**src/rtl/onehot_debounce.sv**
```systemverilog
// Four-line request debouncer feeding a one-hot to binary encoder with a valid/ready output.
// Each accepted press is presented once; overlapping presses raise multi_err instead.
module onehot_debounce #(
  parameter int unsigned DEBOUNCE_CYCLES = 16
) (
  input  logic       clk,
  input  logic       rst_n,
  input  logic [3:0] raw,
  input  logic       out_ready,
  output logic       out_valid,
  output logic [3:0] onehot,
  output logic [1:0] code,
  output logic       multi_err
);

  localparam logic [15:0] MaxCnt = 16'(DEBOUNCE_CYCLES);
  localparam logic [15:0] AccCnt = 16'(DEBOUNCE_CYCLES - 1);

  typedef enum logic [1:0] {StIdle, StPresent, StWaitRelease} state_e;

  logic [3:0]  r_sync1, r_sync2, r_cand, r_deb;
  logic [15:0] r_cnt;
  state_e      r_state, w_state_next;
  logic        r_valid, w_valid_next;
  logic [3:0]  r_onehot, w_onehot_next;
  logic [1:0]  r_code, w_code_next;
  logic        r_multi, w_multi_next;
  logic        w_single, w_many;

  // Level is accepted only after the counter has seen DEBOUNCE_CYCLES matching samples.
  always_ff @(posedge clk) begin
    if (!rst_n) begin
      r_sync1 <= '0;
      r_sync2 <= '0;
      r_cand  <= '0;
      r_deb   <= '0;
      r_cnt   <= '0;
    end else begin
      r_sync1 <= raw;
      r_sync2 <= r_sync1;
      if (r_sync2 != r_cand) begin
        r_cand <= r_sync2;
        r_cnt  <= '0;
      end else begin
        if (r_cnt == AccCnt) r_deb <= r_cand;
        if (r_cnt != MaxCnt) r_cnt <= r_cnt + 16'd1;
      end
    end
  end

  assign w_single = (r_deb != 4'b0000) && ((r_deb & (r_deb - 4'd1)) == 4'b0000);
  assign w_many   = (r_deb != 4'b0000) && !w_single;

  always_ff @(posedge clk) begin
    if (!rst_n) begin
      r_state  <= StIdle;
      r_valid  <= 1'b0;
      r_onehot <= 4'b0000;
      r_code   <= 2'b00;
      r_multi  <= 1'b0;
    end else begin
      r_state  <= w_state_next;
      r_valid  <= w_valid_next;
      r_onehot <= w_onehot_next;
      r_code   <= w_code_next;
      r_multi  <= w_multi_next;
    end
  end

  always_comb begin
    w_state_next  = r_state;
    w_valid_next  = r_valid;
    w_onehot_next = r_onehot;
    w_code_next   = r_code;
    w_multi_next  = 1'b0;
    unique case (r_state)
      StIdle: begin
        if (w_single) begin
          w_onehot_next = r_deb;
          w_code_next   = {r_deb[3] | r_deb[2], r_deb[3] | r_deb[1]};
          w_valid_next  = 1'b1;
          w_state_next  = StPresent;
        end else if (w_many) begin
          w_multi_next = 1'b1;
          w_state_next = StWaitRelease;
        end
      end
      StPresent: begin
        if (r_valid && out_ready) begin
          w_valid_next = 1'b0;
          w_state_next = StWaitRelease;
        end
      end
      StWaitRelease: begin
        if (r_deb == 4'b0000) w_state_next = StIdle;
      end
      default: w_state_next = StIdle;
    endcase
  end

  assign out_valid = r_valid;
  assign onehot    = r_onehot;
  assign code      = r_code;
  assign multi_err = r_multi;

endmodule

```
**config.mk**
```make
export PLATFORM = sky130hd
export DESIGN_NAME = onehot_debounce
export DESIGN_NICKNAME = d
export VERILOG_FILES = /design/src/rtl/onehot_debounce.sv
export SDC_FILE = /design/constraint.sdc
export NUM_CORES = 1
export LEC_CHECK = 0
export CAP_MARGIN = 5
export CORE_MARGIN = 2
export CORE_UTILIZATION = 45
export CTS_CLUSTER_SIZE = 16
export DETAILED_ROUTE_END_ITERATION = 12
export SLEW_MARGIN = 40
export SYNTH_ARGS = -nofsm -noshare
export SYNTH_HDL_FRONTEND = slang
export SYNTH_SLANG_ARGS = --single-unit
```
**constraint.sdc**
```tcl
create_clock -name clk -period 2.4 [get_ports clk]
set_clock_uncertainty 0.15 [all_clocks]
set_input_delay 0.36 -clock clk [delete_from_list [all_inputs] [get_ports clk]]
set_output_delay 0.36 -clock clk [all_outputs]
set_load 0.02 [all_outputs]
```
==> results.yml, run 1 <==
run_status:
  status: "completed"
sta:
  tns_ns: 0
  maxSlewViolCount: 0
  period_needed_ns: 1.79
  setup_violations: 0
  hold_viol_final: 0
  grt_setup_unrepaired: "no"
  setup_ws_ns: 0.610
  slew_headroom_pct: 65.6
  fmaxAchievable_mhz: 559
  tightest_slew_ns: 0.515
  finalCritPeriodShare_pct: 74.6
routing:
  antenna_left: 0
  drt-wirelength-per-cell_um: 12.9
  vias: 1542
  vias_per_cell: 5.47
  route.detailed.drc: 0
  first_pass_iters: 4
  routed_wl_um: 3650
  drt_iter0_drc: 132
synthesis:
  syn_avg_cell_area_um2: 8.74
  synth_top_family_by_area: "simple AND/OR/NAND/NOR gates"
  yosysTopAreaCell: "dfxtp_1"
  yosysMostFrequentCell: "dfxtp_1"
  ys.flop_type: "dfxtp_1"
  synth_edf_count: 0
  synth_fa_ha_area_share_pct: 1.82
  synthMuxAreaShare_pct: 0.520
  syn-num-nets: 229
  syn_area_um2: 1920
  netlist_instances: 220
  ys_ff_latch: 42
  synth-async-reset-ratio_pct: 0
  synth.top_cell.area_share_pct: 43.7
  synthTopCellsByArea: "dfxtp_1 44%, xnor2_1 7.7%, and2_1 3.9%"
  synthTopCellsByCount: "42 x dfxtp_1, 19 x nor2_1, 17 x xnor2_1, 13 x a21oi_1, 12 x and2_1"
  synth-compound-area-share_pct: 11.3
  synth-xor-area-share_pct: 8.65
  yosysSeqAreaShare_pct: 43.7
  synthDistinctLibCells: 40
  yosys_warnings: 0
  synth_simple_gate_area_share_pct: 29.2
final_layout:
  n_antenna_cell: 0
  nFillCells: 391
  fin_nets: 240
  final_util_pct: 53.6
  multiInputGateArea_um2: 991
  drive_gt1_share_pct: 8.62
  layout.area.seq_um2: 841
  fin_area_um2: 2170
  synthToLayoutAreaGrowth_pct: 13.0
die:
  fp.dieArea_um2: 4810
  start_util_pct: 47.4
  die_w_um: 69.4
  io_pins: 15
  coreArea_um2: 4060
  die_y_um: 69.4
  row_count: 23
placement:
  post_dp_cell_area_um2: 2080
  io_buffers: 14
  dp_hpwl_um: 2590
  routabilityCongestion: 0.915
  place_ws_ns: 0.515
global_route:
  grt_usage_pct: 15.8
  grt_overflow: 0
  grt_antenna_before_repair: 0
  grt_pass1_vias: 1377
  grt_pass1_wl_um: 6130
  grt_start_max_net_pins: 18
critical_path:
  reg2reg_depth: 4
  startpoint_type: "flop"
  rrSetupSlack_ns: 0.62
  path_cells: "clkdlybuf4s50_1"
  required_ns: 1.89
  crit_family: "buffers and inverters"
  crit_path_end_kind: "output pin"
  crit_arrival_ns: 1.28
  crit_fanout: 3
  worstSetupPathType: "reg -> out"
  timing.rr.start: "r_deb[1]"
  cp_slowest_cell: "clkdlybuf4s50_1"
  cp_slowest_stage_delay_ns: 0.62
  worst-path-buf-inv: 1
  r2r_end: "r_state[1]"
power_and_ir_drop:
  p_clk_share_pct: 36.9
  internal_power_uw: 936
  vdd_drop_max_uv: 445
  power_frac_comb_pct: 4.4
  swShare_pct: 23.2
  p_leak_nw: 0.724
  power_density_nw_per_um2: 561
  p_sw_uw: 282
  pwr-share-seq_pct: 58.7
cts:
  htreeDepth: 2
  cts_root_buf: "clkbuf_8"
  numClockSinks: 42
  cts_tree: "done"
  hold_buffers: 0
  cts_buffers: 5
  postCtsSetupRepairBufs: 0
  clk_pin_slew_ns: 0.08
  clock_latency_ns: 0.29
  clock_path_buffers: 2
  cts_resized: 0
worst_hold_path:
  hold_path_class: "reg -> reg"
  holdPathStages: 1
  hp-start: "r_sync1[1]"
  holdPathEnd: "r_sync2[1]"
job:
  max-cap-violations: 0
[worst register-to-register path, delay by kind of cell (launching register included)]
kind            cells  cell delay (ns)
flops               1             0.65
fa+ha+maj           1             0.28
simple gates        2             0.55
compound gates      1             0.08
[cells by family (layout without fill, tap and decap cells)]
kind of cell,Yosys count,after routing
xor gates and xnor gates,19,19
muxes,1,1
and+or+nand+nor,98,98
buffers and inverters,22,34
AOI/OAI and AO/OA,35,35
DFF,42,42
adders and majority gates,3,3
[layout make-up]
type                       instances  area share [%]
multi-input combinational        156            45.6
sequential                        42            38.7
timing repair buffer              15            6.79
clock buffer                       5            3.17
tap                               50            2.88
inverter                          11            1.90
clock inverter                     3           0.979
[registers in the layout, indices dropped and copies added, names as in the netlist]
register,count
out_valid,1
r_sync1,4
r_sync2,4
multi_err,1
r_deb,4
r_state,2
code,2
r_cnt,16
onehot,4
r_cand,4
[cells in the final DEF (no fill, tap or decap), drive strengths merged]
cell / synthesis / layout
nand3b: 1 / 1
nor4bb: 1 / 1
nand2b: 1 / 1
o2111a: 2 / 2
dfxtp: 42 / 42
nand2: 12 / 12
xor2: 2 / 2
nor4: 7 / 7
a21oi: 13 / 13
clkbuf: 4 / 5
nor3b: 1 / 1
buf: 7 / 1
xnor2: 17 / 17
or2b: 1 / 1
and4: 2 / 2
o31ai: 3 / 3
o21ai: 9 / 9
ha: 2 / 2
nor3: 12 / 12
mux2i: 1 / 1
and2: 12 / 12
a32oi: 2 / 2
a31o: 1 / 1
maj3: 1 / 1
clkinv: 0 / 2
or3: 3 / 3
a31oi: 1 / 1
or4: 1 / 1
o21a: 3 / 3
o211ai: 1 / 1
inv: 11 / 11
nand4: 10 / 10
clkinvlp: 0 / 1
and4b: 1 / 1
nand3: 11 / 11
nor2: 22 / 22
clkdlybuf4s50: 0 / 14
[power groups by stage]
stage	Clock [mW]	Combinational (mW)	Sequential [mW]
final	0.449	0.0540	0.715
after global routing	0.502	0.0603	0.717
after CTS	0.465	0.0549	0.715
after detailed placement	0	0.0547	0.732
after global placement	0	0.0530	0.731
after floorplan	0	0.0356	0.730
[layer usage]
layer	track usage [%]	share of wire, %	up-vias
li1	-	-	791
met1	20.6	48	709
met2	25.1	45	37
met3	4.80	5.8	5
met4	4.58	1.3	0
met5	0	0	-
[how the worst max path moves through the flow]
stage	from	depth (start not counted)	slack, ns	endpoint
5_1_grt	r_deb[1]	4	0.50	r_state[1]
3_5_place_dp	rst_n	4	0.52	r_state[1]
6_report	code[1]	1	0.61	code[1]
4_1_cts	code[1]	1	0.60	code[1]
3_3_place_gp	rst_n	4	0.57	r_state[1]
2_1_floorplan	r_cnt[0]	5	0.89	r_cnt[14]
[metrics by stage]
step	instances	total power, mW	hold slack (ns)
CTS	282	1.23	0.291
finish	282	1.22	0.287
detailed placement	274	0.786	0.272
global placement	274	0.784	0.266
floorplan	220	0.765	0.262
global route	282	1.28	0.305
Power figures use the tool's default switching activity.
==> inputs of run 2 (changes only) <==
Settings changed: PLACE_DENSITY from default to 0.67.
Clock period 2.4 ns to 1.6 ns, I/O delays scaled along.
==> run 2 against run 1 <==
Compared with the run above: total power is 56% higher; hold slack better by 0.0024 ns; final area is 7.2% higher; clock power rose by 63%; non-clock buffer count increased by 11; core utilization increased by 3.9 points; clock-buffer cell count unchanged; first-iteration DRC count down 32%.
==> results.yml, run 2 (synthesis gave the netlist of run 1 again) <==
die:
  io_pins: 15
  die_w_um: 69.4
  start_util_pct: 47.4
  coreArea_um2: 4060
  row_count: 23
  fp.dieArea_um2: 4810
  die_y_um: 69.4
global_route:
  grt_start_max_net_pins: 17
  grt_usage_pct: 15.3
  grt_antenna_before_repair: 0
  grt_overflow: 0
  grt_pass1_wl_um: 6090
  grt_pass1_vias: 1364
placement:
  post_dp_cell_area_um2: 2160
  place_ws_ns: -0.00416
  dp_hpwl_um: 2470
  place_inst: 284
  routabilityCongestion: 0.800
  io_buffers: 14
run_status:
  status: "completed"
cts:
  clock_path_buffers: 2
  clock_latency_ns: 0.29
  cts_root_buf: "clkbuf_8"
  clk_pin_slew_ns: 0.09
  cts_buffers: 5
  cts_tree: "done"
  hold_buffers: 0
  htreeDepth: 2
  numClockSinks: 42
worst_hold_path:
  holdPathEnd: "r_sync2[3]"
  holdPathStages: 1
  hold_path_class: "reg -> reg"
  hp-start: "r_sync1[3]"
critical_path:
  timing.rr.start: "r_cnt[3]"
  cp_slowest_stage_delay_ns: 0.47
  startpoint_type: "flop"
  worstSetupPathType: "reg -> reg"
  worst-path-buf-inv: 0
  crit_fanout: 6
  path_cells: "nand4_2 > nor4_1 > xnor2_1 > nor2_1"
  crit_path_end_kind: "flop"
  cp_slowest_cell: "dfxtp_1"
  crit_family: "simple AND/OR/NAND/NOR gates"
  crit_arrival_ns: 1.56
  rrSetupSlack_ns: 0.07
  r2r_end: "r_cnt[11]"
  reg2reg_depth: 4
  required_ns: 1.63
final_layout:
  largest_reg_flops: 16
  top_register: "r_cnt"
  fin_cells: 293
  final_cell_mix: "39 x dfxtp_1, 19 x nor2_1, 17 x xnor2_1"
  n_antenna_cell: 0
  fin_area_um2: 2330
  drive_gt1_share_pct: 17.7
  synthToLayoutAreaGrowth_pct: 21.1
  final_common_cell: "dfxtp_1"
  fin_nets: 251
routing:
  vias: 1551
  route.detailed.drc: 0
  vias_per_cell: 5.29
  drt-wirelength-per-cell_um: 12.2
  antenna_left: 0
  routed_wl_um: 3590
  first_pass_iters: 4
  drt_iter0_drc: 90
power_and_ir_drop:
  p_sw_uw: 468
  p_leak_nw: 0.856
  internal_power_mw: 1.44
  power_density_nw_per_um2: 818
  power_frac_comb_pct: 5.4
  p_clk_share_pct: 38.3
  vdd_drop_max_uv: 638
  design_power_total_mw: 1.91
  pwr-share-seq_pct: 56.3
  swShare_pct: 24.5
sta:
  slew_headroom_pct: 73.9
  tightest_slew_ns: 0.390
  setup_ws_ns: 0.0719
  period_needed_ns: 1.53
  grt_setup_unrepaired: "yes"
  finalCritPeriodShare_pct: 95.5
  maxSlewViolCount: 0
  setup_violations: 0
  fmaxAchievable_mhz: 654
  hold_viol_final: 0
job:
  max-cap-violations: 0
[run 2: changes by cell type in the layout (fill, tap and decap cells not counted), moves of 3 or more]
cell / delta
dfxtp_1: -3
clkdlybuf4s50_1: -8
dlygate4sd2_1: +7
buf_4: +11
[run 2: worst max-delay path by stage]
stage               from         to  slack [ns]  cells after the start
3_3_place_gp       rst_n   r_cnt[2]        0.04                      4
4_1_cts        multi_err  multi_err       0.001                      1
5_1_grt         r_cnt[3]  r_cnt[11]       -0.05                      4
2_1_floorplan   r_cnt[0]  r_cnt[14]        0.09                      5
6_report        r_cnt[3]  r_cnt[11]        0.07                      4
3_5_place_dp    r_cnt[0]  r_cnt[14]      -0.004                      5
[run 2: per-stage QoR]
stage | util, % | hold slack [ns] | TNS (ns)
final | 57.4 | 0.290 | 0
after global routing | 57.4 | 0.317 | -0.125
after CTS | 55.7 | 0.294 | 0
after detailed placement | 53.2 | 0.271 | -0.00416
after floorplan | - | 0.217 | 0
after global placement | 53.2 | 0.263 | 0
[run 2: metal layers]
metal,vias up,share of wire [%],track usage (%)
li1,815,-,-
met1,705,50,21.0
met2,27,46,23.9
met3,4,3.4,3.63
met4,0,1.0,4.58
met5,-,0,0
[run 2: final cells by class]
| cell class | instances | area, um2 |
|---|---|---|
| fill | 375 | 1730 |
| multi-input combinational | 156 | 1050 |
| sequential | 42 | 850 |
| timing repair buffer | 26 | 224 |
| clock buffer | 5 | 68.8 |
| tap | 50 | 62.6 |
| inverter | 11 | 41.3 |
| clock inverter | 3 | 28.8 |
[run 2: power by group through the flow]
stage,clock [mW],sequential (mW),combinational [mW]
CTS,0.754,1.07,0.0931
global route,0.805,1.08,0.116
global placement,0,1.09,0.0895
finish,0.730,1.07,0.103
floorplan,0,1.09,0.0534
detailed placement,0,1.10,0.0926
[run 2: repair_timing]
action / 4_1_cts / 5_1_grt
buffers inserted: 0 / 1
resized for setup: 10 / 16
pin swaps: 0 / 5
endpoints found under the setup margin: 10 / 21
[run 2: worst reg2reg max path: stages (launching register included)]
cell and delay (ns):
dfxtp_1 0.47, nand4_2 0.24, nor4_1 0.35, xnor2_1 0.16, nor2_1 0.05
==> inputs of run 3 (changes only) <==
Settings changed: CAP_MARGIN 5 to 20, CORE_UTILIZATION 45 to 51, PLACE_DENSITY 0.67 to 0.74.
==> run 3 against run 2 <==
Compared with the run above: sequential share of layout area grew 0.75 points; register-to-register slack hardly changed; sequential power is essentially flat; maximum frequency about the same; first-iteration DRC count is 28% higher; non-clock buffer count shrank 4; wire length down 3.7%; hold slack got worse by 0.00074 ns; total power fell by 1.9%; largest cell class unchanged.
==> results.yml, run 3 (synthesis gave the netlist of run 1 again) <==
final_layout:
  largest_reg_flops: 16
  final_cell_mix: "32 x dfxtp_1, 18 x nor2_1, 17 x xnor2_1"
  fin_nets: 247
  drive_gt1_share_pct: 20.1
  synthToLayoutAreaGrowth_pct: 19.6
  n_antenna_cell: 0
  top_register: "r_cnt"
  final_common_cell: "dfxtp_1"
  final_util_pct: 63.3
  nFillCells: 327
global_route:
  grt_pass1_wl_um: 6240
  grt_usage_pct: 18.6
  grt_pass1_vias: 1459
  grt_overflow: 0
  grt_antenna_before_repair: 0
  grt_start_max_net_pins: 17
sta:
  period_needed_ns: 1.53
  setup_violations: 0
  grt_setup_unrepaired: "yes"
  hold_viol_final: 0
  tightest_slew_ns: 0.359
  maxSlewViolCount: 0
  fmaxAchievable_mhz: 654
  finalCritPeriodShare_pct: 95.6
  slew_headroom_pct: 75.9
die:
  die_y_um: 65.4
  start_util_pct: 52.9
  coreArea_um2: 3630
  row_count: 22
  fp.dieArea_um2: 4280
  die_w_um: 65.4
  io_pins: 15
cts:
  clock_path_buffers: 2
  postCtsSetupRepairBufs: 0
  cts_tree: "done"
  cts_buffers: 5
  clock_latency_ns: 0.29
  cts_root_buf: "clkbuf_8"
  clk_pin_slew_ns: 0.09
  htreeDepth: 2
  numClockSinks: 42
power_and_ir_drop:
  design_power_total_mw: 1.87
  vdd_drop_max_uv: 687
  p_leak_nw: 0.832
  power_density_nw_per_um2: 814
worst_hold_path:
  holdPathStages: 1
  hold_path_class: "reg -> reg"
  hp-start: "r_sync1[2]"
critical_path:
  crit_fanout: 5
  worstSetupPathType: "reg -> reg"
  reg2reg_depth: 5
  critPathLaunch: "r_cnt[0]"
  crit_arrival_ns: 1.56
  startpoint_type: "flop"
  required_ns: 1.63
  rrSetupSlack_ns: 0.07
  critPathCapture: "r_cnt[14]"
  r2r_end: "r_cnt[14]"
  timing.rr.start: "r_cnt[0]"
  crit_path_end_kind: "flop"
placement:
  routabilityCongestion: 0.859
  io_buffers: 14
  dp_hpwl_um: 2430
routing:
  vias_per_cell: 5.43
  route.detailed.drc: 0
  vias: 1558
  routed_wl_um: 3450
  first_pass_iters: 4
  drt-wirelength-per-cell_um: 12.0
  drt_iter0_drc: 115
  antenna_left: 0
job:
  max-cap-violations: 0
run_status:
  status: "completed"
run 3: cell count changes in the layout (fill, tap and decap cells not counted), moves of 2 or more:
cell     before  now
nor4_1        3    1
nor4_2        3    5
buf_4        12    8
nor3_1        9   11
dfxtp_1      39   32
dfxtp_2       1    9
nor3_2        3    1
run 3: per-layer routing:
metal | vias to the layer above | part of all wire, % | GRT usage [%]
met4 | 0 | 0.64 | 5.21
met3 | 2 | 3.2 | 5.14
met5 | - | 0 | 0
met1 | 718 | 49 | 23.6
li1 | 809 | - | -
met2 | 29 | 47 | 31.0
run 3: cell type report:
cell class	count	area, um2	area share (%)
multi-input cells	156	1050	45.9
flip-flops and latches	42	856	37.2
repair buffers	22	194	8.43
clock buffers	5	68.8	2.99
well taps	48	60.1	2.61
inverters	11	41.3	1.80
clock inverters	3	25.0	1.09
run 3: per-stage QoR:
| step | instances | setup WS [ns] | hold WS, ns | cell area [um2] | TNS [ns] |
|---|---|---|---|---|---|
| after floorplan | 220 | 0.0900 | 0.217 | 1920 | 0 |
| after global placement | 279 | 0.0431 | 0.263 | 2130 | 0 |
| after detailed placement | 279 | 0.0160 | 0.271 | 2130 | 0 |
| after CTS | 287 | 0.000994 | 0.292 | 2220 | 0 |
| after global routing | 287 | -0.0247 | 0.308 | 2300 | -0.0459 |
| final | 287 | 0.0706 | 0.289 | 2300 | 0 |
run 3: worst min-delay path by stage:
stage,endpoint
final,r_sync2[2]
after global placement,r_sync2[3]
after CTS,r_sync2[2]
after detailed placement,r_sync2[2]
after global routing,r_sync2[3]
after floorplan,r_cand[0]
run 3: worst max-delay path: stages (launching register included):
cell and delay (ns):
dfxtp_4 0.38, ha_2 0.21, nand4_1 0.17, nor4_2 0.27
xnor2_1 0.18, nor2_2 0.06
run 3: repair_timing:
| item | CTS | global route |
|---|---|---|
| hold buffers | 0 | 0 |
| gates resized for setup | 8 | 26 |
| setup endpoints to repair | 8 | 17 |
| pin swaps | 0 | 5 |
run 3: power by group:
part           leakage (nW)  switching [mW]  total, mW  internal (mW)
sequential            0.346          0.0109       1.07           1.06
combinational         0.441          0.0496     0.0965         0.0469
clock                0.0447           0.387      0.702          0.315
total                 0.832           0.448       1.87           1.42
